`config.mk`:
```
export PLATFORM = sky130hd
export DESIGN_NAME = crc_key_hasher
export DESIGN_NICKNAME = d
export VERILOG_FILES = /design/src/rtl/crc_key_hasher_pkg.sv /design/src/rtl/crc32_step64.sv /design/src/rtl/crc_key_hasher.sv
export SDC_FILE = /design/constraint.sdc
export NUM_CORES = 1
export LEC_CHECK = 0
export ABC_AREA = 1
export CAP_MARGIN = 30
export CORE_AREA = 4 4 167 169
export CTS_CLUSTER_SIZE = 14
export DETAILED_ROUTE_END_ITERATION = 10
export DIE_AREA = 0 0 171 173
export DONT_BUFFER_PORTS = 1
export HOLD_SLACK_MARGIN = 0.15
export PLACE_DENSITY = 0.7
export SYNTH_ARGS = -nofsm -noshare
export SYNTH_HDL_FRONTEND = slang
export SYNTH_SLANG_ARGS = --single-unit
```
`constraint.sdc`:
```
create_clock -name clk -period 7.8 [get_ports clk]
set_clock_uncertainty 0.1 [all_clocks]
set_input_delay 2.34 -clock clk [delete_from_list [all_inputs] [get_ports clk]]
set_output_delay 2.34 -clock clk [all_outputs]
set_load 0.03 [all_outputs]
```
`src/rtl/crc_key_hasher_pkg.sv`:
```
// Shared constants and result type for the flow-key CRC hashing stage
// and the later multi-hash stages that reuse its CRC step.
package crc_key_hasher_pkg;

  localparam logic [31:0] CRC_POLY = 32'h04C11DB7;
  localparam int          KEY_W    = 64;
  localparam int          HASH_W   = 32;
  localparam int          BEAT_W   = 8;

  typedef struct packed {
    logic [HASH_W-1:0] hash;
    logic [BEAT_W-1:0] beats;
    logic              trunc;
  } result_t;

endpackage

```
`src/rtl/crc32_step64.sv`:
```
// Combinational CRC-32 (poly 0x04C11DB7, non-reflected) advance over one
// 64-bit word, MSB first. Seed-agnostic so other hash lanes can reuse it.
module crc32_step64
  import crc_key_hasher_pkg::*;
(
  input  logic [HASH_W-1:0] crc_in,
  input  logic [KEY_W-1:0]  data,
  output logic [HASH_W-1:0] crc_out
);

  logic [HASH_W-1:0] acc;

  always_comb begin
    acc = crc_in;
    for (int i = KEY_W - 1; i >= 0; i--) begin
      acc = {acc[HASH_W-2:0], 1'b0} ^ ({HASH_W{acc[HASH_W-1] ^ data[i]}} & CRC_POLY);
    end
    crc_out = acc;
  end

endmodule

```
`src/rtl/crc_key_hasher.sv`:
```
// Folds multi-beat flow keys into a CRC-32 and presents one hash/bucket
// result per key on a valid/ready output register; over-long keys are capped.
module crc_key_hasher
  import crc_key_hasher_pkg::*;
#(
  parameter logic [31:0] SEED      = 32'h0000_0000,
  parameter logic [31:0] XOROUT    = 32'h0000_0000,
  parameter int          IDX_W     = 16,
  parameter int          MAX_BEATS = 4
) (
  input  logic              clk,
  input  logic              rst_n,
  input  logic              s_valid,
  output logic              s_ready,
  input  logic [63:0]       s_data,
  input  logic              s_last,
  output logic              m_valid,
  input  logic              m_ready,
  output logic [31:0]       m_hash,
  output logic [IDX_W-1:0]  m_index,
  output logic [7:0]        m_beats,
  output logic              m_trunc
);

  logic [HASH_W-1:0] crc_q, crc_d, crc_next;
  logic [BEAT_W-1:0] beat_cnt_q, beat_cnt_d;
  logic              drop_q, drop_d;
  logic              m_valid_q, m_valid_d;
  result_t           res_q, res_d;

  logic              accept;
  logic              at_cap;
  logic [BEAT_W:0]   beat_inc;

  crc32_step64 u_step (
    .crc_in  (crc_q),
    .data    (s_data),
    .crc_out (crc_next)
  );

  // An un-drained result blocks input; a draining one frees the slot this cycle.
  assign s_ready  = !(m_valid_q && !m_ready);
  assign accept   = s_valid && s_ready;
  assign beat_inc = {1'b0, beat_cnt_q} + 9'd1;
  assign at_cap   = (beat_inc == 9'(MAX_BEATS));

  always_comb begin
    crc_d      = crc_q;
    beat_cnt_d = beat_cnt_q;
    drop_d     = drop_q;
    m_valid_d  = m_valid_q;
    res_d      = res_q;

    if (m_valid_q && m_ready) m_valid_d = 1'b0;

    if (accept) begin
      if (drop_q) begin
        if (s_last) drop_d = 1'b0;
      end else if (s_last || at_cap) begin
        res_d.hash  = crc_next ^ XOROUT;
        res_d.beats = beat_inc[BEAT_W-1:0];
        res_d.trunc = !s_last;
        drop_d      = !s_last;
        m_valid_d   = 1'b1;
        crc_d       = SEED;
        beat_cnt_d  = '0;
      end else begin
        crc_d      = crc_next;
        beat_cnt_d = beat_inc[BEAT_W-1:0];
      end
    end
  end

  always_ff @(posedge clk) begin
    if (!rst_n) begin
      crc_q      <= SEED;
      beat_cnt_q <= '0;
      drop_q     <= 1'b0;
      m_valid_q  <= 1'b0;
      res_q      <= '0;
    end else begin
      crc_q      <= crc_d;
      beat_cnt_q <= beat_cnt_d;
      drop_q     <= drop_d;
      m_valid_q  <= m_valid_d;
      res_q      <= res_d;
    end
  end

  assign m_valid = m_valid_q;
  assign m_hash  = res_q.hash;
  assign m_index = res_q.hash[IDX_W-1:0];
  assign m_beats = res_q.beats;
  assign m_trunc = res_q.trunc;

endmodule

```
== Word-level counts from Yosys, hierarchy flattened ==
Cells that the tools add are included.

* Bits in registers: 83
* Output and inout bits: 59
* Bits of input ports: 69
* Logic and storage cells: 156

* Mux-type cells: 9
* Reductions and logical operators: 9
* Eq/ne operators: 1
* Add/sub/neg operators: 1
* Bitwise operators: 129

{| class="wikitable"
|+ Operators by type and width
! operator !! number
|-
| 32-bit by 27-bit XOR with 32-bit output || 64
|-
| 1-bit XOR || 64
|-
| 32-bit 2-to-1 mux || 1
|-
| 8-bit by 1-bit adder with 9-bit output, second input constant || 1
|-
| 9-bit by 3-bit == test with 1-bit output, second input constant || 1
|-
| 8-bit 2-to-1 mux || 1
|-
| 1-bit 2-to-1 mux || 7
|-
| 1-bit logical AND || 3
|-
| 1-bit logical NOT || 3
|-
| 3-bit AND reduction || 1
|-
| 2-bit AND reduction || 1
|-
| 1-bit logical OR || 1
|-
| 1-bit NOT || 1
|}

== Longest topological paths before layout ==
Gate-level depths: netlist of the first run.

* Word-level depth: 129
* Gate-level depth with buffers: 55
* Depth with buffers taken out: 54

== Hierarchy ==
A second synthesis of the first run with hierarchy kept.

* Cells, all modules: 2615
* Area, all modules: 14575.2 µm²

{| class="wikitable"
|+ By module, submodules not included
! module !! area each (µm²) !! sequential area each (µm²) !! cells an instance !! instances
|-
| crc32_step64 || 11143.2 || 0.0 || 2167 || 1
|-
| crc_key_hasher || 3432.0 || 1661.6 || 448 || 1
|}

== Worst setup path before layout of the first run ==
OpenSTA, ideal clock, no wires.

* Path type: input port to flip-flop
* Start point: input s_data[61]
* End point: register crc_q[17]
* Data required time: 7.569 ns
* Setup time: 0.131 ns
* Stages on the path: 47
* Slack: 1.214 ns
* Data arrival time: 6.356 ns
* Buffers on the path: 0
* Path through: inv_1 -> nand2_1 -> nand2_2 -> nand2_1 -> nand2_2 -> nand2_1 -> nand2_2 -> nand2_2 -> nand2_4 -> inv_4 -> nand2_4 -> nand2_4 -> nand2_2 -> nand3_1 -> nand2_2 -> nand3_2 -> nand2_2 -> nand2_1 -> [... 11 more ...] -> nand2_1 -> nand2_2 -> nand2_2 -> nand2_2 -> nand2_1 -> nand2_2 -> inv_2 -> nand2_2 -> nand3b_1 -> nand2_1 -> nand2_4 -> nand2_8 -> inv_4 -> or2_1 -> nand2_1 -> nand2_1 -> nand3_2 -> a21oi_2

* Cells in the longest elaborated chain, start to end: 74
* Elaborated cells on any way between the ends: 108
* Those cells by class: mux (1); bitwise (107)

{| class="wikitable"
|+ RTL lines
! item !! RTL line !! RTL
|-
| start, declared || crc_key_hasher.sv:15 || <nowiki>input logic [63:0] s_data,</nowiki>
|-
| 1-bit XOR * || crc32_step64.sv:16 || <nowiki>acc = {acc[HASH_W-2:0], 1'b0} ^ ({HASH_W{acc[HASH_W-1] ^ data[i]}} & CRC_POLY);</nowiki>
|-
| 32-bit by 27-bit XOR with 32-bit output * (6 in a row) || crc32_step64.sv:16 ||
|-
| 1-bit XOR || crc32_step64.sv:16 ||
|-
| 32-bit by 27-bit XOR with 32-bit output * (6 in a row) || crc32_step64.sv:16 ||
|-
| 1-bit XOR || crc32_step64.sv:16 ||
|-
| 32-bit by 27-bit XOR with 32-bit output * (6 in a row) || crc32_step64.sv:16 ||
|-
| 1-bit XOR || crc32_step64.sv:16 ||
|-
| 32-bit by 27-bit XOR with 32-bit output * (6 in a row) || crc32_step64.sv:16 ||
|-
| [... 22 more ...] || - ||
|-
| 32-bit by 27-bit XOR with 32-bit output * (6 in a row) || crc32_step64.sv:16 ||
|-
| 1-bit XOR || crc32_step64.sv:16 ||
|-
| 32-bit by 27-bit XOR with 32-bit output * (6 in a row) || crc32_step64.sv:16 ||
|-
| 1-bit XOR || crc32_step64.sv:16 ||
|-
| 32-bit by 27-bit XOR with 32-bit output * (6 in a row) || crc32_step64.sv:16 ||
|-
| 1-bit XOR || crc32_step64.sv:16 ||
|-
| 32-bit by 27-bit XOR with 32-bit output * (2 in a row) || crc32_step64.sv:16 ||
|-
| 32-bit 2-to-1 mux * || crc_key_hasher.sv:59 || <nowiki>end else if (s_last || at_cap) begin</nowiki>
|-
| end signal, assigned || crc_key_hasher.sv:82 || <nowiki>crc_q <= crc_d;</nowiki>
|-
| end, declared || crc_key_hasher.sv:25 || <nowiki>logic [HASH_W-1:0] crc_q, crc_d, crc_next;</nowiki>
|}

Mark *: on every way between the ends. The rest lies on a longest branch, timed or not.
A chain may end at the register's enable or synchronous reset.

== Worst setup path in the final report of the first run ==
* Start point: input s_data[60]
* End point: register crc_q[24]

* Cells in the longest elaborated chain, start to end: 72
* Elaborated cells on any way between the ends: 104
* Those cells by class: mux (1); bitwise (103)

{| class="wikitable"
|+ RTL lines
! item !! RTL line
|-
| 1-bit XOR * || crc32_step64.sv:16
|-
| 32-bit by 27-bit XOR with 32-bit output * (6 in a row) || crc32_step64.sv:16
|-
| 1-bit XOR / 32-bit by 27-bit XOR with 32-bit output (equally long branches) || crc32_step64.sv:16
|-
| 32-bit by 27-bit XOR with 32-bit output * (6 in a row) || crc32_step64.sv:16
|-
| 1-bit XOR / 32-bit by 27-bit XOR with 32-bit output (equally long branches) || crc32_step64.sv:16
|-
| 32-bit by 27-bit XOR with 32-bit output * (6 in a row) || crc32_step64.sv:16
|-
| 1-bit XOR / 32-bit by 27-bit XOR with 32-bit output (equally long branches) || crc32_step64.sv:16
|-
| 32-bit by 27-bit XOR with 32-bit output * (6 in a row) || crc32_step64.sv:16
|-
| [... 15 more ...] || -
|-
| 32-bit by 27-bit XOR with 32-bit output * (6 in a row) || crc32_step64.sv:16
|-
| 1-bit XOR / 32-bit by 27-bit XOR with 32-bit output (equally long branches) || crc32_step64.sv:16
|-
| 32-bit by 27-bit XOR with 32-bit output * (6 in a row) || crc32_step64.sv:16
|-
| 1-bit XOR / 32-bit by 27-bit XOR with 32-bit output (equally long branches) || crc32_step64.sv:16
|-
| 32-bit by 27-bit XOR with 32-bit output * (10 in a row) || crc32_step64.sv:16
|-
| 1-bit XOR || crc32_step64.sv:16
|-
| 32-bit by 27-bit XOR with 32-bit output * (3 in a row) || crc32_step64.sv:16
|-
| 32-bit 2-to-1 mux * || crc_key_hasher.sv:59
|}

Marks and branches as above.

==> results of run 1 <==
area by class of cell:
| type | count | area, sq um | share of cell area |
|---|---|---|---|
| repair buffers | 64 | 493.0 | 0.03206 |
| clock buffers | 10 | 239.0 | 0.01554 |
| flip-flops and latches | 83 | 1662 | 0.1081 |
| well taps | 341 | 426.7 | 0.02775 |
| multi-input cells | 2133 | 11250 | 0.7318 |
| inverters | 318 | 1216 | 0.07909 |
| clock inverters | 6 | 87.58 | 0.005696 |
sequential cells by signal, indices dropped and copies added (netlist names):
signal / count
m_hash: 32
m_beats: 8
m_valid: 1
crc_q: 32
beat_cnt_q: 8
m_trunc: 1
drop_q: 1
metrics by stage:
| stage | util | hold WS, ns | setup slack (ns) | setup TNS, ns |
|---|---|---|---|---|
| detailed placement | 0.5621 | 0.3747 | -0.05968 | -0.2278 |
| CTS | 0.5744 | 0.3841 | 0.2671 | 0 |
| global route | 0.5786 | 0.3975 | -0.03022 | -0.03478 |
| finish | 0.5786 | 0.3803 | 0.3768 | 0 |
| floorplan | - | 0.3459 | 1.214 | 0 |
| global placement | 0.5621 | 0.3660 | -0.03085 | -0.07233 |
cell families (layout without fill, tap and decap cells):
kind of cell             count (synthesis)  after routing
AO/OA/AOI/OAI                          101            101
buffers and inverters                  363            398
AND/OR/NAND/NOR                       1842           1842
adder cells (fa/ha/maj)                  1              1
flip-flops                              83             83
XOR/XNOR                               189            189
cell usage in the layout, fill, tap and decap left out, types with 11 or more instances in the layout:
| cell type | n |
|---|---|
| xor2_2 | 11 |
| inv_1 | 235 |
| nand3b_1 | 11 |
| a21oi_1 | 60 |
| dfxtp_1 | 83 |
| inv_2 | 72 |
| xnor2_1 | 37 |
| nand2_4 | 71 |
| nand3_1 | 353 |
| nor2_1 | 61 |
| nand2_2 | 177 |
| nand2_1 | 1090 |
| xor2_1 | 136 |
| o21ai_0 | 29 |
| buf_4 | 63 |
| nand3_2 | 40 |
worst paths after layout:
| check | from | endpoint | slack (ns) | depth (start not counted) |
|---|---|---|---|---|
| min reg2reg | crc_q[20] | crc_q[20] | 0.38 | 2 |
| min | crc_q[20] | crc_q[20] | 0.38 | 2 |
| max | s_data[60] | crc_q[24] | 0.38 | 42 |
| max reg2reg | crc_q[21] | crc_q[24] | 1.93 | 41 |
timing repair:
action | 4_1_cts | 5_1_grt
endpoints found under the setup margin | 0 | 55
buffers inserted | 0 | 2
gates resized for setup | 0 | 20
metal layers:
layer	GRT usage	share of wire	wire length [um]
met3	0.04001	0.066	3164
met5	0	0	0
met4	0.09079	0.030	1426
met2	0.5350	0.47	22570
met1	0.4145	0.43	20870
worst max-delay path: cells and delay by family:
family / cells / cell delay, ns
and+or+nand+nor: 29 / 3.38
xor gates and xnor gates: 4 / 0.90
buffers and inverters: 8 / 0.80
AOI/OAI and AO/OA: 1 / 0.13
==> results.cfg, run 1 <==
[run_status]
status = finished clean

[floorplan]
die_h_um = 173
core_area_sq_um = 26580
io_pins = 128
initial_core_util = 0.5388
dieWidth_um = 171
die_area_sq_um = 29580
rows = 60

[critical_path]
cp-end-kind = register
arrival_ns = 7.59
worst-path-max-fanout = 10
max_stage_delay_ns = 0.29
path_common_cell = nand2_1
cp_data_required_time_ns = 7.97
slowest_stage = nand2_1
worst_setup_path_start_kind = primary input
crit_type = in -> reg

[timing]
rsz0062_at_grt = true
fmax_mhz = 134.7
slew_violations = 0
slew_headroom = 0.5337
finalSetupViolCount = 0
period_minus_slack_ns = 7.423
period_share = 0.9517
finalHoldViolations = 0
worst_pin_slew_ns = 0.6985

[synth]
yosysTopAreaCell = nand2_1
synth_compound_area_frac = 0.03591
synth_area_leaders = nand2_1 (29%), nand3_1 (12%), dfxtp_1 (12%)
synth_top_family_by_area = simple AND/OR/NAND/NOR gates
seq_area_frac_synth = 0.1160
synth_fa_ha_area_frac = 0.0008738
synth_common_cells = nand2_1 (1095), nand3_1 (354), inv_1 (235)
synth_ff_type = dfxtp_1
synth_edf_count = 0
yosysTopAreaCellShare = 0.2870
synth.area.mux_share = 0
syn-instance-count = 2579
yosys_warnings = 0
avgSynthCellArea_sq_um = 5.552
syn_area_sq_um = 14320
synth.most_common_cell = nand2_1
synthArstFlopShare = 0
synth_cell_types = 42
synthesis.nets = 2649
ys_seq_elements = 83
synthXorXnorAreaFrac = 0.1252
synthSimpleGateAreaFrac = 0.6167

[clocking]
cts_buffer_depth = 2
cts_max_level = 3
cts_made_buffers = 9
cts_hold_buf = 0
cts.sinks = 83
cts_root_buffer = clkbuf_16
clk_pin_slew_ns = 0.06
worstSkewPairLatency_ns = 0.34
cts_tree = yes

[cells_and_area]
final_area_sq_um = 15380
layout-drive-gt1-share = 0.1878
synthToLayoutAreaGrowth_pct = 7.392
finalNonFillerCells = 2955
nFillCells = 2752
n_antenna_cell = 0
final_nets = 2679

[route]
antenna_left = 0
drc = 0
via_count = 15590
drt-total-wl_um = 48030
drt_iter0_markers = 1380
wl_per_cell_um = 16.25
vias_per_cell = 5.277
first_pass_iters = 6

[global_route]
grt_first_pass_wirelength_um = 74720
antenna_found_initial = 0
grt_pass1_vias = 14070
gr-total-overflow = 0
grt_max_degree = 60
grtUsageTotal = 0.3143

[placed_design]
gp_congestion = 1.002
placedCellCount = 2937
portBuffers = 0
place_area_sq_um = 14940
dp.final_hpwl_um = 40620

[flow_run]
maxCapViolations = 0

[worst_hold_path]
hold_class = reg -> reg
Power of run 1 is left out: the tool's default activity adds up to more than one toggle a clock period on the data nets, which glitch-free logic cannot reach.
==> run 2, diff against run 1 <==
CORE_AREA = 4 4 168 170   (was 4 4 167 169)
DIE_AREA = 0 0 172 174   (was 0 0 171 173)
SYNTH_HIERARCHICAL = 1   (was unset)
clock period = 7.6 ns   (was 7.8 ns; I/O delays follow)
==> run 2 against run 1 <==
Compared with the run above:
- sequential cell count unchanged
- final cell count up 8.3%
- hold slack improved by 0.0016 ns
- clock-buffer cell count is 1 higher
- largest cell class unchanged
- critical endpoint is now m_hash[23]
- via count is 10% higher
- die area rose by 1.2%
- design area rose by 14%
- utilization grew 7.8 points
- global-route usage up 2.7 points
- synthesized cell count grew 1.4%
- area after synthesis up 1.8%
- critical path type unchanged
- highest routed layer unchanged
- worst setup slack got worse by 0.060 ns
==> results.cfg, run 2 <==
[synth]
synth_area_leaders = nand2_1 (29%), nand3_1 (13%), dfxtp_1 (11%)
synth_ff_type = dfxtp_1
synth_common_cells = nand2_1 (1127), nand3_1 (381), inv_1 (226)
synthesis.nets = 2686
synthArstFlopShare = 0
ys_seq_elements = 83
synth_edf_count = 0
synth_cell_types = 43
seq_area_frac_synth = 0.1140
synth.most_common_cell = nand2_1
avgSynthCellArea_sq_um = 5.574
syn_area_sq_um = 14580
syn-instance-count = 2615
yosysTopAreaCellShare = 0.2902
yosys_warnings = 6
yosysTopAreaCell = nand2_1

[placed_design]
portBuffers = 0
dp.final_hpwl_um = 44630
gp_congestion = 1.037
placedCellCount = 3158

[route]
drt-total-wl_um = 53700
vias_per_cell = 5.378
top_layer_used = met4
via_count = 17210
wl_met3_um = 4435
wl_met1_um = 22930
wl_per_cell_um = 16.78
first_pass_iters = 7
antenna_left = 0
drt_iter0_markers = 1491
dr_wl_met2_um = 24440
drc = 0

[floorplan]
core_area_sq_um = 26730
initial_core_util = 0.5454
rows = 60
die_area_sq_um = 29930
io_pins = 128
die_h_um = 174
dieWidth_um = 172

[cells_and_area]
final_nets = 2925
finalNonFillerCells = 3200
final_common_cell = nand2_1
n_antenna_cell = 0
layout-drive-gt1-share = 0.2480
final_cell_mix = nand2_1 (1099), nand3_1 (373), buf_4 (264)
nFillCells = 2581
synthToLayoutAreaGrowth_pct = 20.47

[clocking]
cts_buffer_depth = 2
worstSkewPairLatency_ns = 0.33
cts_max_level = 3
cts_made_buffers = 9
cts.sinks = 83
clk_pin_slew_ns = 0.06
cts_hold_buf = 0
cts_tree = yes
cts_root_buffer = clkbuf_16

[critical_path]
worst-path-max-fanout = 9
cp-end-kind = register
max_stage_delay_ns = 0.36
ff2ff_path_depth = 42
slowest_stage = xor2_1
arrival_ns = 7.44
worst_setup_path_start_kind = primary input
cp_data_required_time_ns = 7.76
crit_type = in -> reg
r2r_setup_slack_ns = 1.83
r2r_start = crc_q[28]
r2r-end = m_hash[23]
path_common_cell = nand2_1

[global_route]
gr-total-overflow = 0
grt_pass1_vias = 15280
grtUsageTotal = 0.3411
grt_first_pass_wirelength_um = 81540
antenna_found_initial = 0
grt_max_degree = 62

[flow_run]
maxCapViolations = 0

[timing]
slew_violations = 0
finalSetupViolCount = 0
fmax_mhz = 137.3
finalHoldViolations = 0
slew_headroom = 0.4603
period_minus_slack_ns = 7.283
worst_pin_slew_ns = 0.8045
period_share = 0.9582

[worst_hold_path]
min_to = crc_q[16]
min_from = crc_q[16]
hold_depth = 2
hold_class = reg -> reg

[run_status]
status = finished clean
## run 2: cell count changes in the layout (fill, tap and decap cells not counted), sizes merged, moves of 15 or more
cell,previous run,this run
a21oi,61,23
mux2i,0,15
buf,64,275
inv,317,271
nor2,69,94
nand2,1344,1384
nand3,400,418
## run 2: how the worst max path moves through the flow
stage                     slack, ns        from  cells after the start          to
after floorplan                1.03  s_data[63]                     47   crc_q[13]
after global placement        -0.14  s_data[63]                     41  m_hash[20]
after detailed placement      -0.16  s_data[63]                     41  m_hash[20]
after CTS                       0.1  s_data[63]                     41  m_hash[20]
after global routing          -0.09  s_data[63]                     45  m_hash[20]
final                          0.32  s_data[63]                     41  m_hash[23]
## run 2: repair_timing
action | in CTS | in global routing
gates resized for setup | 0 | 87
setup buffers | 0 | 25
hold endpoints to repair | 0 | 0
endpoints found under the setup margin | 0 | 62
## run 2: worst max-delay path: cells and delay by family
kind	cells	cell delay, ns
AND/OR/NAND/NOR	31	3.55
XOR/XNOR	3	0.71
AO/OA/AOI/OAI	1	0.16
buffers and inverters	6	0.72
## run 2: kinds of logic after synthesis
family / after synthesis / synth area share
buffers and inverters: 321 / 0.09400
adder cells (fa/ha/maj): 2 / 0.001717
flip-flops: 83 / 0.1140
multiplexers: 15 / 0.01030
AND/OR/NAND/NOR: 1929 / 0.6299
XOR/XNOR: 209 / 0.1299
AO/OA/AOI/OAI: 56 / 0.02017
## run 2: per-layer routing
layer,up-vias,track usage
met5,-,0
met4,0,0.09826
met3,114,0.06118
met2,626,0.5557
met1,7861,0.4599
li1,8607,-
## run 2: area by class of cell
class	instances	area (sq um)	area share
Tap cell	341	426.7	0.02430
Clock buffer	11	252.7	0.01439
Sequential cell	83	1662	0.09463
Multi-Input combinational cell	2212	11930	0.6791
Clock inverter	5	61.31	0.003492
Inverter	273	1039	0.05914
Timing Repair Buffer	275	2193	0.1249
## run 2: per-stage QoR
| step | setup TNS (ns) | worst slack (ns) | hold slack, ns | utilization | instance area (sq um) |
|---|---|---|---|---|---|
| global placement | -0.3847 | -0.1428 | 0.3680 | 0.6221 | 16620 |
| CTS | 0 | 0.09528 | 0.3853 | 0.6338 | 16940 |
| finish | 0 | 0.3173 | 0.3818 | 0.6570 | 17560 |
| detailed placement | -1.261 | -0.1644 | 0.3738 | 0.6221 | 16620 |
| global route | -1.511 | -0.09079 | 0.4016 | 0.6570 | 17560 |
| floorplan | 0 | 1.025 | 0.3555 | - | 14580 |
Power of run 2 is left out for the same reason.
==> run 3, diff against run 2 <==
CTS_CLUSTER_DIAMETER = 30   (was unset)
==> results of run 3 <==
Same layout as run 2: the final DEF is identical, and so are final timing and power.
Power of run 3 is left out for the same reason.
